===== src/rtl/mac_column_sched.sv =====
// Column scheduler for a bit-serial MAC: walks the masked weight bit-columns of one tile from MSB
// down and pipelines each descriptor into the MAC. Define MAC_SCHED_PERF_EN for the stall counter.
module mac_column_sched #(
    parameter int unsigned DATA_WIDTH    = 8,
    parameter int unsigned VEC_LENGTH    = 16,
    parameter int unsigned MUX_SEL_WIDTH = $clog2(VEC_LENGTH) + 1
) (
    input  logic                                    clk,
    input  logic                                    reset,
    input  logic                                    start,
    input  logic [7:0]                              cfg_col_mask,
    input  logic                                    desc_valid,
    output logic                                    desc_ready,
    input  logic [(VEC_LENGTH/2)*MUX_SEL_WIDTH-1:0] desc_act_sel,
    input  logic [MUX_SEL_WIDTH-1:0]                desc_hamming_sel,
    input  logic                                    desc_hamming_sign,
    input  logic [2:0]                              desc_mul_const,
    input  logic                                    desc_shift_mul,
    input  logic                                    desc_skip_zero,
    output logic [(VEC_LENGTH/2)*MUX_SEL_WIDTH-1:0] act_sel,
    output logic [MUX_SEL_WIDTH-1:0]                hamming_sel,
    output logic                                    hamming_sign,
    output logic [2:0]                              mul_const,
    output logic                                    is_shift_mul,
    output logic                                    is_skip_zero,
    output logic                                    is_msb,
    output logic [2:0]                              column_idx,
    output logic                                    mac_en,
    output logic                                    mac_clr,
    output logic                                    busy,
    output logic                                    done,
    output logic [15:0]                             perf_stall_cnt
);

    localparam int unsigned LANES = VEC_LENGTH / 2;
    localparam int unsigned ACT_W = LANES * MUX_SEL_WIDTH;
    // Select index VEC_LENGTH routes a zero into the MAC.
    localparam logic [MUX_SEL_WIDTH-1:0] ZERO_SEL   = MUX_SEL_WIDTH'(VEC_LENGTH);
    localparam logic [ACT_W-1:0]         BUBBLE_ACT = {LANES{ZERO_SEL}};

    typedef enum logic [2:0] {StIdle, StPrime, StClear, StRun, StDrain, StDone} state_e;

    state_e     state_q, state_d;
    logic [7:0] mask_q, mask_d;
    logic [2:0] col_q, col_d;
    logic [1:0] drain_q, drain_d;
    logic [7:0] rem;
    logic       ready_q;
    logic       fire;

    logic [MUX_SEL_WIDTH-1:0] s1_hsel;
    logic                     s1_hsign;
    logic [2:0]               s1_mulc;
    logic                     s1_shift;
    logic                     s1_skip;
    logic [2:0]               s1_col;
    logic                     s1_msb;

    // Activation width only matters inside the MAC itself.
    logic unused_data_width;
    assign unused_data_width = (DATA_WIDTH != 0);

    function automatic logic [2:0] top_col(input logic [7:0] m);
        top_col = 3'd0;
        for (int i = 0; i < 8; i++) begin
            if (m[i]) top_col = 3'(i);
        end
    endfunction

    // Gating with reset keeps a descriptor from being consumed during the reset cycle.
    assign desc_ready = ready_q & ~reset;
    assign fire       = desc_valid & desc_ready;
    assign mac_en     = busy;

    always_comb begin
        state_d = state_q;
        mask_d  = mask_q;
        col_d   = col_q;
        drain_d = 2'd0;
        rem     = mask_q & ~(8'd1 << col_q);
        case (state_q)
            StIdle: begin
                if (start) begin
                    mask_d  = cfg_col_mask;
                    col_d   = top_col(cfg_col_mask);
                    state_d = StPrime;
                end
            end
            StPrime: state_d = StClear;
            StClear: state_d = (mask_q == 8'd0) ? StDrain : StRun;
            StRun: begin
                if (fire) begin
                    mask_d = rem;
                    col_d  = top_col(rem);
                    if (rem == 8'd0) state_d = StDrain;
                end
            end
            StDrain: begin
                drain_d = drain_q + 2'd1;
                if (drain_q == 2'd2) state_d = StDone;
            end
            StDone:  state_d = StIdle;
            default: state_d = StIdle;
        endcase
    end

    always_ff @(posedge clk) begin
        if (reset) begin
            state_q <= StIdle;
            mask_q  <= 8'd0;
            col_q   <= 3'd0;
            drain_q <= 2'd0;
            busy    <= 1'b0;
            done    <= 1'b0;
            ready_q <= 1'b0;
            mac_clr <= 1'b0;
        end else begin
            state_q <= state_d;
            mask_q  <= mask_d;
            col_q   <= col_d;
            drain_q <= drain_d;
            busy    <= state_d inside {StPrime, StClear, StRun, StDrain};
            done    <= (state_d == StDone);
            ready_q <= (state_d == StRun);
            mac_clr <= (state_d == StClear);
        end
    end

    // Two-stage issue: act selects lead the per-column PE fields by one cycle.
    always_ff @(posedge clk) begin
        if (fire) begin
            act_sel  <= desc_act_sel;
            s1_hsel  <= desc_hamming_sel;
            s1_hsign <= desc_hamming_sign;
            s1_mulc  <= desc_mul_const;
            s1_shift <= desc_shift_mul;
            s1_skip  <= desc_skip_zero;
            s1_col   <= col_q;
            s1_msb   <= (col_q == 3'd7);
        end else begin
            act_sel  <= BUBBLE_ACT;
            s1_hsel  <= ZERO_SEL;
            s1_hsign <= 1'b0;
            s1_mulc  <= 3'd0;
            s1_shift <= 1'b0;
            s1_skip  <= 1'b1;
            s1_col   <= 3'd0;
            s1_msb   <= 1'b0;
        end
        if (reset) begin
            hamming_sel  <= ZERO_SEL;
            hamming_sign <= 1'b0;
            mul_const    <= 3'd0;
            is_shift_mul <= 1'b0;
            is_skip_zero <= 1'b1;
            column_idx   <= 3'd0;
            is_msb       <= 1'b0;
        end else begin
            hamming_sel  <= s1_hsel;
            hamming_sign <= s1_hsign;
            mul_const    <= s1_mulc;
            is_shift_mul <= s1_shift;
            is_skip_zero <= s1_skip;
            column_idx   <= s1_col;
            is_msb       <= s1_msb;
        end
    end

`ifdef MAC_SCHED_PERF_EN
    logic [15:0] stall_q;

    always_ff @(posedge clk) begin
        if (reset) begin
            stall_q <= 16'd0;
        end else if (state_q == StIdle && start) begin
            stall_q <= 16'd0;
        end else if (state_q == StRun && !fire && stall_q != 16'hFFFF) begin
            stall_q <= stall_q + 16'd1;
        end
    end

    assign perf_stall_cnt = stall_q;
`else
    assign perf_stall_cnt = 16'd0;
`endif

endmodule


===== config.mk =====
export PLATFORM = sky130hd
export DESIGN_NAME = mac_column_sched
export DESIGN_NICKNAME = d
export VERILOG_FILES = /design/src/rtl/mac_column_sched.sv
export SDC_FILE = /design/constraint.sdc
export NUM_CORES = 1
export LEC_CHECK = 0
export ABC_AREA = 1
export CAP_MARGIN = 20
export CORE_ASPECT_RATIO = 1.2
export CORE_MARGIN = 2
export CORE_UTILIZATION = 29
export CTS_BUF_LIST = sky130_fd_sc_hd__clkbuf_16
export CTS_CLUSTER_DIAMETER = 30
export DETAILED_ROUTE_END_ITERATION = 10
export HOLD_SLACK_MARGIN = 0.08
export MAX_ROUTING_LAYER = met4
export PLACE_DENSITY = 0.69
export SYNTH_ARGS = -nofsm -noshare
export SYNTH_HDL_FRONTEND = slang
export SYNTH_SLANG_ARGS = --single-unit

===== constraint.sdc =====
create_clock -name clk -period 1.5 [get_ports clk]
set_input_delay 0.3 -clock clk [delete_from_list [all_inputs] [get_ports clk]]
set_output_delay 0.3 -clock clk [all_outputs]
set_load 0.01 [all_outputs]

**After elaboration in Yosys (flattened, before gate mapping)**

Index checks and enable logic that the tools add are counted.

- Register bits: 90
- Word-level logic and storage cells: 77
- Output and inout port bits: 76
- Input port bits: 63

- Add/subtract/negate cells: 1
- Shift operators: 1
- Multiplexer cells: 26
- Reductions and logical operators: 7
- Eq/ne operators: 13
- Bitwise operators: 6

Operators by type and width:

| cell | count |
|---|---|
| 3-bit two-way mux | 19 |
| 8-bit logical NOT | 2 |
| 8-bit two-way mux | 2 |
| 8-bit one-hot mux with 2 select lines | 1 |
| 3-bit one-hot mux with 5 select lines | 1 |
| 3-bit by 2-bit equality test with 1-bit output, second input constant | 4 |
| 3-bit equality test, second input constant | 4 |
| 8-bit bitwise AND | 1 |
| 8-bit inverter | 1 |
| 1-bit by 3-bit left shift with 8-bit output, first input constant | 1 |
| 3-bit by 1-bit equality test with 1-bit output, second input constant | 2 |
| 3-bit one-hot mux with 2 select lines | 1 |
| 2-bit inequality test, second input constant | 2 |
| 4-bit nonzero test | 1 |
| 3-bit logical NOT | 1 |
| 3-bit AND reduction | 1 |
| 2-bit by 1-bit adder with 2-bit output, second input constant | 1 |
| 1-bit bitwise AND | 2 |
| 2-bit equality test, second input constant | 1 |
| 1-bit two-way mux | 2 |
| 1-bit inverter | 2 |
| 2-bit nonzero test | 1 |
| 2-bit OR reduction | 1 |

**Logic depth before layout (Yosys ltp)**

- Word-level depth: 12
- Depth in mapped cells: 10
- Gate-level depth less buffers: 10

**Least setup slack after synthesis**

OpenSTA, ideal clock, no wires.

- Path type: input-to-reg
- Start point: in reset
- End point: reg act_sel[29]
- Setup slack: 229 ps
- Library setup time: 120 ps
- Data arrival time: 1151 ps
- Buffers on the path: 3
- Data required time: 1380 ps
- Stages: 6
- Cells stage by stage: buf_6 -> nor2_4 -> nand2_2 -> clkbuf_1 -> buf_2 -> or2_1

- Word-level cells in the longest chain between the ends: 3

RTL lines:

| what | RTL line | text |
|---|---|---|
| start, declared | 9 | `input logic reset,` |
| 1-bit inverter | 71 | `assign desc_ready = ready_q & ~reset;` |
| 1-bit bitwise AND | 71 |  |
| net desc_ready | 13 | `output logic desc_ready,` |
| 1-bit bitwise AND | 72 | `assign fire = desc_valid & desc_ready;` |
| end signal, assigned | 132 | `act_sel <= desc_act_sel;` |
| end, declared | 20 | `output logic [(VEC_LENGTH/2)*MUX_SEL_WIDTH-1:0] act_sel,` |

The timed path passes the listed nets, and every way through them passes these cells.
A chain may end at the register's enable or synchronous reset.

**Worst setup path in the final report**

- Start point: reg act_sel[8]
- End point: out act_sel[8]

No word-level cell between the ends.

==> run_results.csv <==
group,metric,value,unit
finish,nNetsFinal,582,
floorplan,fp-row-count,42,
sta,drv_slew,0,
synthesis,yosysSeqAreaShare,56.12,%
setup_path,cp_max_fo,1,
clock_tree,clockBufferDepth,2,
detailed_routing,wire_per_inst,11.05,um
setup_path,path_delay_family,"buffers and inverters",
global_route,met2_usage,20.57,%
run,maxCapViolations,0,
clock_tree,cts_sinks,90,
sta,rsz0062_at_grt,"true",
detailed_routing,ant_nets,0,
clock_tree,hold_buffers,0,
placement,placed_area,4542,sq um
sta,fmax,678.7,MHz
global_route,grt.busiest_layer,"met2",
detailed_routing,vias,2706,
setup_path,cp.required,1200,ps
detailed_routing,drtPass1Iterations,4,
floorplan,core_area,10930,sq um
synthesis,synth.distinct_cells,29,
global_route,grt_pass1_wl,11330,um
global_route,track_usage,12.64,%
pwr,p_total,0.005824,W
placement,port_buffers,122,
pwr,leakage,2.661,nW
sta,clock_skew,10.70,ps
finish,diodes,0,
clock_tree,clk_pin_slew_worst_paths,60,ps
finish,layout_commonest_cell,"dfxtp_1",
finish,fill_cells,1085,
global_route,use_met3,3.404,%
sta,setup_viol,0,
synthesis,syn-cell-area,3211,sq um
floorplan,ios,139,
finish,design_area,4918,sq um
clock_tree,htree_levels,3,
setup_path,path_cells,"clkdlybuf4s50_1",
clock_tree,cts_root_buf,"clkbuf_16",
floorplan,start_util,29.37,%
sta,fin_crit_sh,98.23,%
finish,utilization,45.00,%
detailed_routing,post_drt_via_cell_ratio,4.131,
setup_path,cp-end-kind,"output pin",
placement,dp_hpwl,5525,um
worst_hold_path,hold_path_class,"reg2reg",
setup_path,path_class,"reg2out",
global_route,grt_overflow,0,
sta,hold_violations,0,
setup_path,cp.arrival,1170,ps
pwr,ir_drop,0.5305,mV
setup_path,critPathLaunchType,"flip-flop",
synthesis,ys_ff_latch,90,
global_route,antenna_found_initial,0,
floorplan,die_width,100.1,um
synthesis,synth_cells,387,
floorplan,dieHeight,119.3,um
setup_path,max_stage_delay,540,ps
global_route,gr-usage-met1,13.94,%
finish,syn2layout_area_growth,53.20,%
setup_path,crit_buf_inv,1,
setup_path,crit_path_top_delay_cell,"clkdlybuf4s50_1",
synthesis,yosysWarnings,0,
status,status,"complete, no violations",
clock_tree,cts_tree,"built",
detailed_routing,drc,0,
clock_tree,cts_buffers,9,
global_route,grt_start_max_net_pins,26,
synthesis,avgSynthCellArea,8.296,sq um
pwr,power.density,1184,nW/um^2
floorplan,dieArea,11930,sq um
detailed_routing,wl,7238,um
placement,gp_congestion,0.8763,
sta,finalCriticalPeriod,1474,ps
global_route,grt_pass1_vias,2617,
clock_tree,clk_latency,340,ps
finish,drive_above_1_share,13.00,%
detailed_routing,initialDrtViolationCount,106,
finish,mostFrequentLayoutCells,"dfxtp_1, nor2_1, inv_1",
[kinds of logic after synthesis]
kind of cell | share of synthesized area [%]
compound gates | 6.431
fa+ha+maj | 0.3896
buf+inv | 14.81
flops | 56.12
other cells | 0.1168
simple gates | 22.14
[cells in the mapped netlist]
| library cell | number | area (sq um) |
|---|---|---|
| a21oi_1 | 14 | 70.07 |
| a21oi_2 | 2 | 17.52 |
| a31oi_1 | 1 | 6.260 |
| and2_1 | 1 | 6.260 |
| buf_2 | 6 | 30.03 |
| buf_4 | 17 | 127.6 |
| buf_6 | 2 | 22.52 |
| clkbuf_1 | 3 | 11.26 |
| conb_1 | 1 | 3.750 |
| dfxtp_1 | 90 | 1802 |
| ha_1 | 1 | 12.51 |
| inv_1 | 68 | 255.2 |
| inv_2 | 6 | 22.52 |
| inv_4 | 1 | 6.260 |
| nand2_1 | 34 | 127.6 |
| nand2_2 | 8 | 50.05 |
| nand3_1 | 11 | 55.05 |
| nand3_2 | 3 | 30.03 |
| nor2_1 | 77 | 289.0 |
| nor2_4 | 5 | 56.30 |
| nor3_1 | 3 | 15.01 |
| nor4_1 | 1 | 6.260 |
| o211ai_1 | 3 | 22.52 |
| o21a_1 | 1 | 7.510 |
| o21ai_0 | 13 | 65.06 |
| o21ai_1 | 2 | 10.01 |
| o21bai_1 | 1 | 7.510 |
| or2_1 | 5 | 31.28 |
| or2_2 | 7 | 43.79 |
[cell type report]
class / instances / area, sq um / share of cell area (%)
Sequential cell: 90 / 1807 / 36.73
Clock buffer: 9 / 225.2 / 4.579
Tap cell: 132 / 165.2 / 3.358
Inverter: 75 / 289.0 / 5.876
Timing Repair Buffer: 133 / 1350 / 27.45
Clock inverter: 7 / 75.07 / 1.526
Multi-Input combinational cell: 209 / 1007 / 20.48
[worst paths after layout]
kind	from	endpoint	slack, ps	depth (start not counted)
worst max-delay path	act_sel[8]	act_sel[8]	30	1
worst min-delay path	s1_msb	is_msb	400	2
worst max register to register	col_q[2]	busy	100	10
worst min register to register	s1_msb	is_msb	400	2
[per-stage QoR]
step                hold WS [ps]  instances  setup TNS, ps  setup slack (ps)
finish                     400.1        655              0             26.49
detailed placement         393.5        637          -6416            -291.5
global placement           391.4        637          -4924            -274.3
floorplan                  388.3        402              0             229.0
global route               416.5        655         -34.51            -34.51
CTS                        403.0        653              0             1.168
[per-layer routing]
layer | vias to the layer above | wire, um
li1 | 1376 | -
met1 | 1206 | 3003
met2 | 108 | 3539
met3 | 16 | 491
met4 | 0 | 204
met5 | - | 0
[registers in the layout, indices dropped and copies added, names as in the netlist, 2 cells and up]
name and count:
state_q 3, mask_q 8, act_sel 40, s1_mulc 3, column_idx 3, col_q 3
hamming_sel 5, s1_hsel 5, mul_const 3, s1_col 3, drain_q 2
[where the power goes]
part / leakage (nW) / switching, W / internal, W
clock network: 0.144 / 0.000945 / 0.00130
logic: 1.79 / 0.000507 / 0.000445
registers: 0.730 / 0.000106 / 0.00252
[timing repair]
| action | 4_1_cts | 5_1_grt |
|---|---|---|
| gates resized for setup | 29 | 42 |
| endpoints found under the setup margin | 28 | 36 |
| buffers inserted | 0 | 2 |
| pin swaps | 0 | 2 |
| cloned | 0 | 0 |
(Power assumes the default switching activity.)
